### config.mk
export PLATFORM = sky130hd
export DESIGN_NAME = dp_ctxt_rdstream_flat
export DESIGN_NICKNAME = d
export VERILOG_FILES = /design/src/rtl/dp_ctxt_rdstream_pkg.sv /design/src/rtl/dp_ctxt_rdstream_if.sv /design/src/rtl/dp_sync_fifo.sv /design/src/rtl/dp_ctxt_rdstream.sv /design/src/flat_wrapper.sv
export SDC_FILE = /design/constraint.sdc
export NUM_CORES = 2
export LEC_CHECK = 0
export ABC_CLOCK_PERIOD_IN_PS = 25200
export CORE_MARGIN = 4
export CORE_UTILIZATION = 25
export DETAILED_ROUTE_END_ITERATION = 16
export PLACE_DENSITY = 0.45
export SLEW_MARGIN = 5
export SYNTH_ARGS = -nofsm -noshare
export SYNTH_HDL_FRONTEND = slang
export SYNTH_SLANG_ARGS = --single-unit
### constraint.sdc
create_clock -name clk -period 25.2 [get_ports clk]
set_clock_uncertainty 0.05 [all_clocks]
set_input_delay 5.04 -clock clk [delete_from_list [all_inputs] [get_ports clk]]
set_output_delay 5.04 -clock clk [all_outputs]
set_load 0.05 [all_outputs]
### src/rtl/dp_ctxt_rdstream_pkg.sv
// rtl/dp_ctxt_rdstream_pkg.sv - shared defaults, state type and width helper for the ciphertext read-out stream
package dp_ctxt_rdstream_pkg;

  function automatic int data_width(input int num_poly, input int coe_width);
    return 2 * num_poly * coe_width;
  endfunction

  localparam int DEF_COE_WIDTH  = 35;
  localparam int DEF_ADDR_WIDTH = 12;
  localparam int DEF_NUM_POLY   = 3;
  localparam int DEF_NUM_SPLIT  = 4;
  localparam int DEF_URAM_DELAY = 4;
  localparam int DEF_FIFO_DEPTH = 8;
  localparam int DEF_DATA_WIDTH = data_width(DEF_NUM_POLY, DEF_COE_WIDTH);

  typedef enum logic [1:0] {
    ST_IDLE,
    ST_RUN,
    ST_DRAIN
  } rd_state_t;

endpackage

### src/rtl/dp_ctxt_rdstream_if.sv
// rtl/dp_ctxt_rdstream_if.sv - valid/ready word stream toward the DMA/host side
interface dp_ctxt_rdstream_if
  import dp_ctxt_rdstream_pkg::*;
#(
  parameter int DATA_WIDTH = DEF_DATA_WIDTH
);
  logic [DATA_WIDTH-1:0] tdata;
  logic                  tvalid;
  logic                  tlast;
  logic                  tready;

  modport master (output tdata, output tvalid, output tlast, input tready);
  modport slave  (input tdata, input tvalid, input tlast, output tready);
endinterface

### src/rtl/dp_sync_fifo.sv
// rtl/dp_sync_fifo.sv - synchronous FIFO with registered head, push/pop and occupancy count
module dp_sync_fifo #(
  parameter int WIDTH = 8,
  parameter int DEPTH = 8
) (
  input  logic                     clk,
  input  logic                     rst_n,
  input  logic                     push,
  input  logic [WIDTH-1:0]         push_data,
  input  logic                     pop,
  output logic [WIDTH-1:0]         pop_data,
  output logic                     empty,
  output logic [$clog2(DEPTH):0]   count
);
  localparam int AW = $clog2(DEPTH);

  logic [WIDTH-1:0] mem [DEPTH];
  logic [AW-1:0]    wr_ptr;
  logic [AW-1:0]    rd_ptr;
  logic             do_pop;

  assign empty  = (count == '0);
  assign do_pop = pop && !empty;
  // Head is driven only from state registers; zeroed while empty so idle outputs read 0
  assign pop_data = empty ? '0 : mem[rd_ptr];

  always_ff @(posedge clk) begin
    if (push) begin
      mem[wr_ptr] <= push_data;
    end
  end

  always_ff @(posedge clk) begin
    if (!rst_n) begin
      wr_ptr <= '0;
      rd_ptr <= '0;
      count  <= '0;
    end else begin
      if (push) begin
        wr_ptr <= wr_ptr + AW'(1);
      end
      if (do_pop) begin
        rd_ptr <= rd_ptr + AW'(1);
      end
      count <= count + (AW+1)'(push) - (AW+1)'(do_pop);
    end
  end

  overflow_a: assert property (@(posedge clk) disable iff (!rst_n)
                               !(push && count == (AW+1)'(DEPTH)));
endmodule

### src/rtl/dp_ctxt_rdstream.sv
// rtl/dp_ctxt_rdstream.sv - sweeps one URAM split in address order and streams each word out
// with credit-based issue so the fixed read latency never overruns the output buffer.
module dp_ctxt_rdstream
  import dp_ctxt_rdstream_pkg::*;
#(
  parameter int COE_WIDTH  = DEF_COE_WIDTH,
  parameter int ADDR_WIDTH = DEF_ADDR_WIDTH,
  parameter int NUM_POLY   = DEF_NUM_POLY,
  parameter int NUM_SPLIT  = DEF_NUM_SPLIT,
  parameter int URAM_DELAY = DEF_URAM_DELAY,
  parameter int FIFO_DEPTH = DEF_FIFO_DEPTH,
  localparam int DW        = data_width(NUM_POLY, COE_WIDTH)
) (
  input  logic                  clk,
  input  logic                  rst_n,
  input  logic                  i_start,
  input  logic [1:0]            i_idx_split,
  input  logic [ADDR_WIDTH:0]   i_num_words,
  output logic                  o_busy,
  output logic                  o_done,
  output logic                  o_err,
  output logic [1:0]            o_idx_split,
  output logic [NUM_SPLIT-1:0]  o_uram_mem_en,
  output logic [ADDR_WIDTH-1:0] o_uram_rdaddr,
  input  logic [DW-1:0]         i_uram_dout,
  dp_ctxt_rdstream_if.master    m_axis
);
  localparam int CW = $clog2(FIFO_DEPTH) + 1;

  rd_state_t             state;
  logic [ADDR_WIDTH:0]   remaining;
  logic [URAM_DELAY-1:0] pipe_v;
  logic [URAM_DELAY-1:0] pipe_l;
  logic [CW-1:0]         inflight_cnt;
  logic [CW-1:0]         fifo_count;
  logic [CW:0]           credit_sum;
  logic                  issue;
  logic                  issue_last;
  logic                  push;
  logic                  pop;
  logic                  fifo_empty;
  logic                  head_last;
  logic [DW-1:0]         head_data;

  // Every read in flight owns a FIFO slot, so a push can never find the buffer full
  assign credit_sum = {1'b0, fifo_count} + {1'b0, inflight_cnt};
  assign issue      = (state == ST_RUN) && (credit_sum < (CW+1)'(FIFO_DEPTH));
  assign issue_last = (remaining == (ADDR_WIDTH+1)'(1));
  assign push       = pipe_v[URAM_DELAY-1];
  assign pop        = !fifo_empty && m_axis.tready;

  assign m_axis.tvalid = !fifo_empty;
  assign m_axis.tdata  = head_data;
  assign m_axis.tlast  = head_last;

  dp_sync_fifo #(
    .WIDTH (DW + 1),
    .DEPTH (FIFO_DEPTH)
  ) u_fifo (
    .clk       (clk),
    .rst_n     (rst_n),
    .push      (push),
    .push_data ({pipe_l[URAM_DELAY-1], i_uram_dout}),
    .pop       (pop),
    .pop_data  ({head_last, head_data}),
    .empty     (fifo_empty),
    .count     (fifo_count)
  );

  always_ff @(posedge clk) begin
    if (!rst_n) begin
      pipe_v       <= '0;
      pipe_l       <= '0;
      inflight_cnt <= '0;
    end else begin
      pipe_v       <= {pipe_v[URAM_DELAY-2:0], issue};
      pipe_l       <= {pipe_l[URAM_DELAY-2:0], issue && issue_last};
      inflight_cnt <= inflight_cnt + CW'(issue) - CW'(push);
    end
  end

  always_ff @(posedge clk) begin
    if (!rst_n) begin
      state         <= ST_IDLE;
      remaining     <= '0;
      o_busy        <= 1'b0;
      o_done        <= 1'b0;
      o_err         <= 1'b0;
      o_idx_split   <= '0;
      o_uram_mem_en <= '0;
      o_uram_rdaddr <= '0;
    end else begin
      o_done <= 1'b0;
      o_err  <= 1'b0;
      case (state)
        ST_IDLE: begin
          if (i_start) begin
            if (int'(i_idx_split) >= NUM_SPLIT) begin
              o_err <= 1'b1;
            end else if (i_num_words == '0) begin
              o_done <= 1'b1;
            end else begin
              state         <= ST_RUN;
              o_busy        <= 1'b1;
              o_idx_split   <= i_idx_split;
              o_uram_mem_en <= NUM_SPLIT'(1) << i_idx_split;
              o_uram_rdaddr <= '0;
              remaining     <= i_num_words;
            end
          end
        end
        ST_RUN: begin
          // Length is counted down rather than compared to the address, so 4096 words wrap cleanly
          if (issue) begin
            o_uram_rdaddr <= o_uram_rdaddr + ADDR_WIDTH'(1);
            remaining     <= remaining - (ADDR_WIDTH+1)'(1);
            if (issue_last) begin
              state <= ST_DRAIN;
            end
          end
        end
        ST_DRAIN: begin
          if (pop && head_last) begin
            state         <= ST_IDLE;
            o_busy        <= 1'b0;
            o_done        <= 1'b1;
            o_uram_mem_en <= '0;
          end
        end
        default: state <= ST_IDLE;
      endcase
    end
  end
endmodule

### src/flat_wrapper.sv
// flat-port wrapper written by rule: the top's interface ports become plain ports
module dp_ctxt_rdstream_flat import dp_ctxt_rdstream_pkg::*;
#(
  parameter int COE_WIDTH  = DEF_COE_WIDTH,
  parameter int ADDR_WIDTH = DEF_ADDR_WIDTH,
  parameter int NUM_POLY   = DEF_NUM_POLY,
  parameter int NUM_SPLIT  = DEF_NUM_SPLIT,
  parameter int URAM_DELAY = DEF_URAM_DELAY,
  parameter int FIFO_DEPTH = DEF_FIFO_DEPTH,
  localparam int DW        = data_width(NUM_POLY, COE_WIDTH)
)
  (clk, rst_n, i_start, i_idx_split, i_num_words, o_busy, o_done, o_err, o_idx_split, o_uram_mem_en, o_uram_rdaddr, i_uram_dout, m_axis_tdata, m_axis_tvalid, m_axis_tlast, m_axis_tready);
  dp_ctxt_rdstream_if #(.DATA_WIDTH((210))) m_axis_i ();
  input  logic clk;
  input  logic rst_n;
  input  logic i_start;
  input  logic [1:0] i_idx_split;
  input  logic [ADDR_WIDTH:0] i_num_words;
  output logic o_busy;
  output logic o_done;
  output logic o_err;
  output logic [1:0] o_idx_split;
  output logic [NUM_SPLIT-1:0] o_uram_mem_en;
  output logic [ADDR_WIDTH-1:0] o_uram_rdaddr;
  input  logic [DW-1:0] i_uram_dout;
  output wire logic [$bits(m_axis_i.tdata)-1:0] m_axis_tdata;
  output wire logic [$bits(m_axis_i.tvalid)-1:0] m_axis_tvalid;
  output wire logic [$bits(m_axis_i.tlast)-1:0] m_axis_tlast;
  input wire logic [$bits(m_axis_i.tready)-1:0] m_axis_tready;
  assign m_axis_tdata = m_axis_i.tdata;
  assign m_axis_tvalid = m_axis_i.tvalid;
  assign m_axis_tlast = m_axis_i.tlast;
  assign m_axis_i.tready = m_axis_tready;
  dp_ctxt_rdstream #(.COE_WIDTH(COE_WIDTH), .ADDR_WIDTH(ADDR_WIDTH), .NUM_POLY(NUM_POLY), .NUM_SPLIT(NUM_SPLIT), .URAM_DELAY(URAM_DELAY), .FIFO_DEPTH(FIFO_DEPTH)) u_core (.clk(clk), .rst_n(rst_n), .i_start(i_start), .i_idx_split(i_idx_split), .i_num_words(i_num_words), .o_busy(o_busy), .o_done(o_done), .o_err(o_err), .o_idx_split(o_idx_split), .o_uram_mem_en(o_uram_mem_en), .o_uram_rdaddr(o_uram_rdaddr), .i_uram_dout(i_uram_dout), .m_axis(m_axis_i));
endmodule
==> summary.md <==
| Metric | Value |
|---|---|
| Status | `finished clean` |
| Fin nets | `3,834` |
| Vias in the first global route | `33,700` |
| First-pass GRT wire length | `246,000 µm` |
| Worst min path class | `reg -> reg` |
| Largest net degree at the start of global routing | `108` |
| I/O pin count | `462` |
| Starting Density | `25.1%` |
| Clock Sinks | `1,748` |
| Hold-fix buffers, CTS | `0` |
| Critical Path AT | `5290 ps` |
| Dpl hpwl | `92,200 µm` |
| Root buffer cell | `clkbuf_16` |
| Critical Path RT | `20,110 ps` |
| GP Congestion | `0.698` |
| P per Cell Area | `105 mW/mm²` |
| Post-route ant nets | `0` |
| TritonCTS clock tree | `yes` |
| # resized after CTS | `0` |
| EDFF count, synth | `1,688` |
| CP most frequent cell | `buf_4` |
| Worst-path cell chain | `buf_4 -> buf_4 -> mux4_2 -> mux2i_1 -> nor2_1 -> clkdlybuf4s50_1` |
| Post-Syn Area | `0.0668 mm²` |
| Core Box Area | `0.266 mm²` |
| H-tree depth | `4` |
| Netlist cell types | `62` |
| Critical path startpoint category | `register` |
| Pins over their slew limit | `0` |
| PortBufs | `460` |
| Num CTS Buffers | `193` |
| Setup repair bufs after CTS | `0` |
| CP bufs+invs | `3` |
| Syn_nets | `3,284` |
| Vias per std cell | `4.33` |
| Leakage | `24.4 nW` |
| All-layer global routing usage | `12.1%` |
| Max Fclk | `96.3 MHz` |
| Vias | `31,500` |
| RSZ-0062 raised after global routing | `no` |
| Final setup fails | `0` |
| Crit-path max FO | `45` |
| CTS clock-pin slew for the worst setup and hold paths | `60 ps` |
| Longest Clk Path Bufs | `3` |
| Area Overhead vs Synth | `22.5%` |
| Critical path class | `reg -> out` |
| Gate count of the mapped netlist | `3,036` |
| Slowest stage cell, crit path | `dfxtp_4` |
| Worst slew pin tran | `1150 ps` |
| Sum Neg Setup Slack | `0 ps` |
| Area after DPL | `0.0757 mm²` |
| CP Capture Type | `output pin` |
| Remaining Overflow, GRT | `0` |
| #FFs+latches synth | `1,748` |
| Initial DRC Count | `2,042` |
| Max-slew headroom | `23.3%` |
| Final hold viol count | `0` |
| Drt total wl | `170,000 µm` |
| Design area | `0.0818 mm²` |
| Initial antenna violation count | `49` |
| First-pass iteration count of the detailed router | `5` |
| Share of post-route cells with drive strength above 1 | `20.5%` |
| DR WL/cell | `23.3 µm` |
| Register area share after synthesis | `77.7%` |
| Average cell area after synthesis | `22.0 µm²` |
| # rows | `189` |
| Count of max-cap constraint violations | `0` |
| Die footprint | `0.275 mm²` |
| Period minus WS final | `10,380 ps` |
| Ys Warns | `0` |
| Clock Latency Late Sink | `790 ps` |
| CP top delay family | `buffers and inverters` |
| Worst VDD drop | `0.0000857 V` |
| DIE WIDTH | `525 µm` |
| Chip height | `525 µm` |
| Slowest cell delay on critical path | `900 ps` |
| DRC violations left | `0` |
| Main flop type after synthesis | `edfxtp_1` |
| Period utilization | `41.2%` |
| Async set or reset register ratio after synthesis | `0%` |
[where the power goes]
group          switching, mW  internal [mW]
Sequential            0.0393           3.20
Clock                   1.16           1.55
Combinational           1.68          0.970
Total                   2.87           5.72
[sequential cells by signal, summed over array words and instances, names as in the netlist, named ones only]
| name | count |
|---|---|
| u_core.o_busy | 1 |
| u_core.remaining | 13 |
| u_core.u_fifo.mem | 1688 |
| u_core.o_done | 1 |
| u_core.inflight_cnt | 4 |
| u_core.o_uram_rdaddr | 12 |
| u_core.u_fifo.wr_ptr | 3 |
| u_core.u_fifo.rd_ptr | 3 |
| u_core.pipe_v | 4 |
| u_core.pipe_l | 4 |
| u_core.o_uram_mem_en | 4 |
| u_core.u_fifo.count | 4 |
| u_core.o_idx_split | 2 |
| u_core.state | 2 |
[placed cells by master, fill, tap and decap left out, types with 16 or more instances in the layout]
| cell | instances |
|---|---|
| clkbuf_16 | 195 |
| edfxtp_1 | 1688 |
| ha_1 | 17 |
| xnor2_1 | 19 |
| nor2_1 | 229 |
| clkbuf_1 | 41 |
| clkinv_1 | 48 |
| clkinv_2 | 29 |
| inv_1 | 18 |
| mux4_2 | 420 |
| and2_1 | 16 |
| nand2_1 | 46 |
| dfxtp_1 | 57 |
| buf_4 | 48 |
| mux2i_1 | 216 |
| clkdlybuf4s50_1 | 460 |
[worst paths after layout]
kind	startpoint	endpoint	slack, ps	depth (start not counted)
hold / removal	u_core.pipe_v[2]	u_core.pipe_v[3]	380	1
setup / recovery	register	m_axis_tdata[118]	14820	6
hold reg to reg	u_core.pipe_v[2]	u_core.pipe_v[3]	380	1
setup reg to reg	u_core.pipe_v[3]	u_core.u_fifo.mem[7][25]	20660	5
[layer usage]
metal | vias up | global-route usage, % | part of all wire (%)
met2 | 714 | 19.7 | 48
met4 | 32 | 2.92 | 2.1
met1 | 16800 | 16.0 | 44
li1 | 13700 | - | -
met3 | 280 | 3.23 | 5.7
met5 | - | 0 | 0.12
[cell families (layout without fill, tap and decap cells)]
| logic type | Yosys count | count (layout) | synth area share [%] |
|---|---|---|---|
| other cells | 1 | 16 | 0.00562 |
| flops | 1748 | 1748 | 77.7 |
| buf+inv | 180 | 884 | 1.14 |
| fa+ha+maj | 19 | 19 | 0.378 |
| simple gates | 372 | 372 | 2.47 |
| compound gates | 57 | 57 | 0.607 |
| xor+xnor | 22 | 22 | 0.289 |
| mux | 637 | 637 | 17.4 |
[stage by stage]
stage / worst slack, ps / std cells / utilization [%] / power (mW) / hold slack, ps
global route: 14230 / 7276 / 30.8 / 8.99 / 402
CTS: 14460 / 7273 / 30.8 / 8.78 / 388
global placement: 15350 / 6924 / 28.5 / 6.02 / 366
floorplan: 9340 / 3036 / - / 5.09 / 362
finish: 14820 / 7288 / 30.8 / 8.60 / 385
detailed placement: 15390 / 6924 / 28.5 / 6.02 / 370
[cells in the mapped netlist (10+ instances only)]
library cell | number | area (µm²)
a21oi_1 | 14 | 70.1
and2_1 | 16 | 100
buf_1 | 41 | 154
buf_2 | 42 | 210
clkbuf_1 | 74 | 278
dfxtp_1 | 60 | 1200
edfxtp_1 | 1688 | 50700
ha_1 | 17 | 213
inv_1 | 18 | 67.6
mux2i_1 | 216 | 2160
mux4_2 | 420 | 9460
nand2_1 | 46 | 173
nand3_1 | 12 | 60.1
nor2_1 | 235 | 882
nor3_1 | 10 | 50.1
nor4_1 | 10 | 62.6
xnor2_1 | 19 | 166
[cell type report]
cell class	instances	area, µm²
fill	25700	184000
sequential	1748	51900
multi-input combinational	1108	14200
timing repair buffer	517	5140
clock buffer	236	5030
tap	3533	4420
clock inverter	113	1040
inverter	18	67.6
antenna	15	37.5
(Power assumes the default switching activity.)
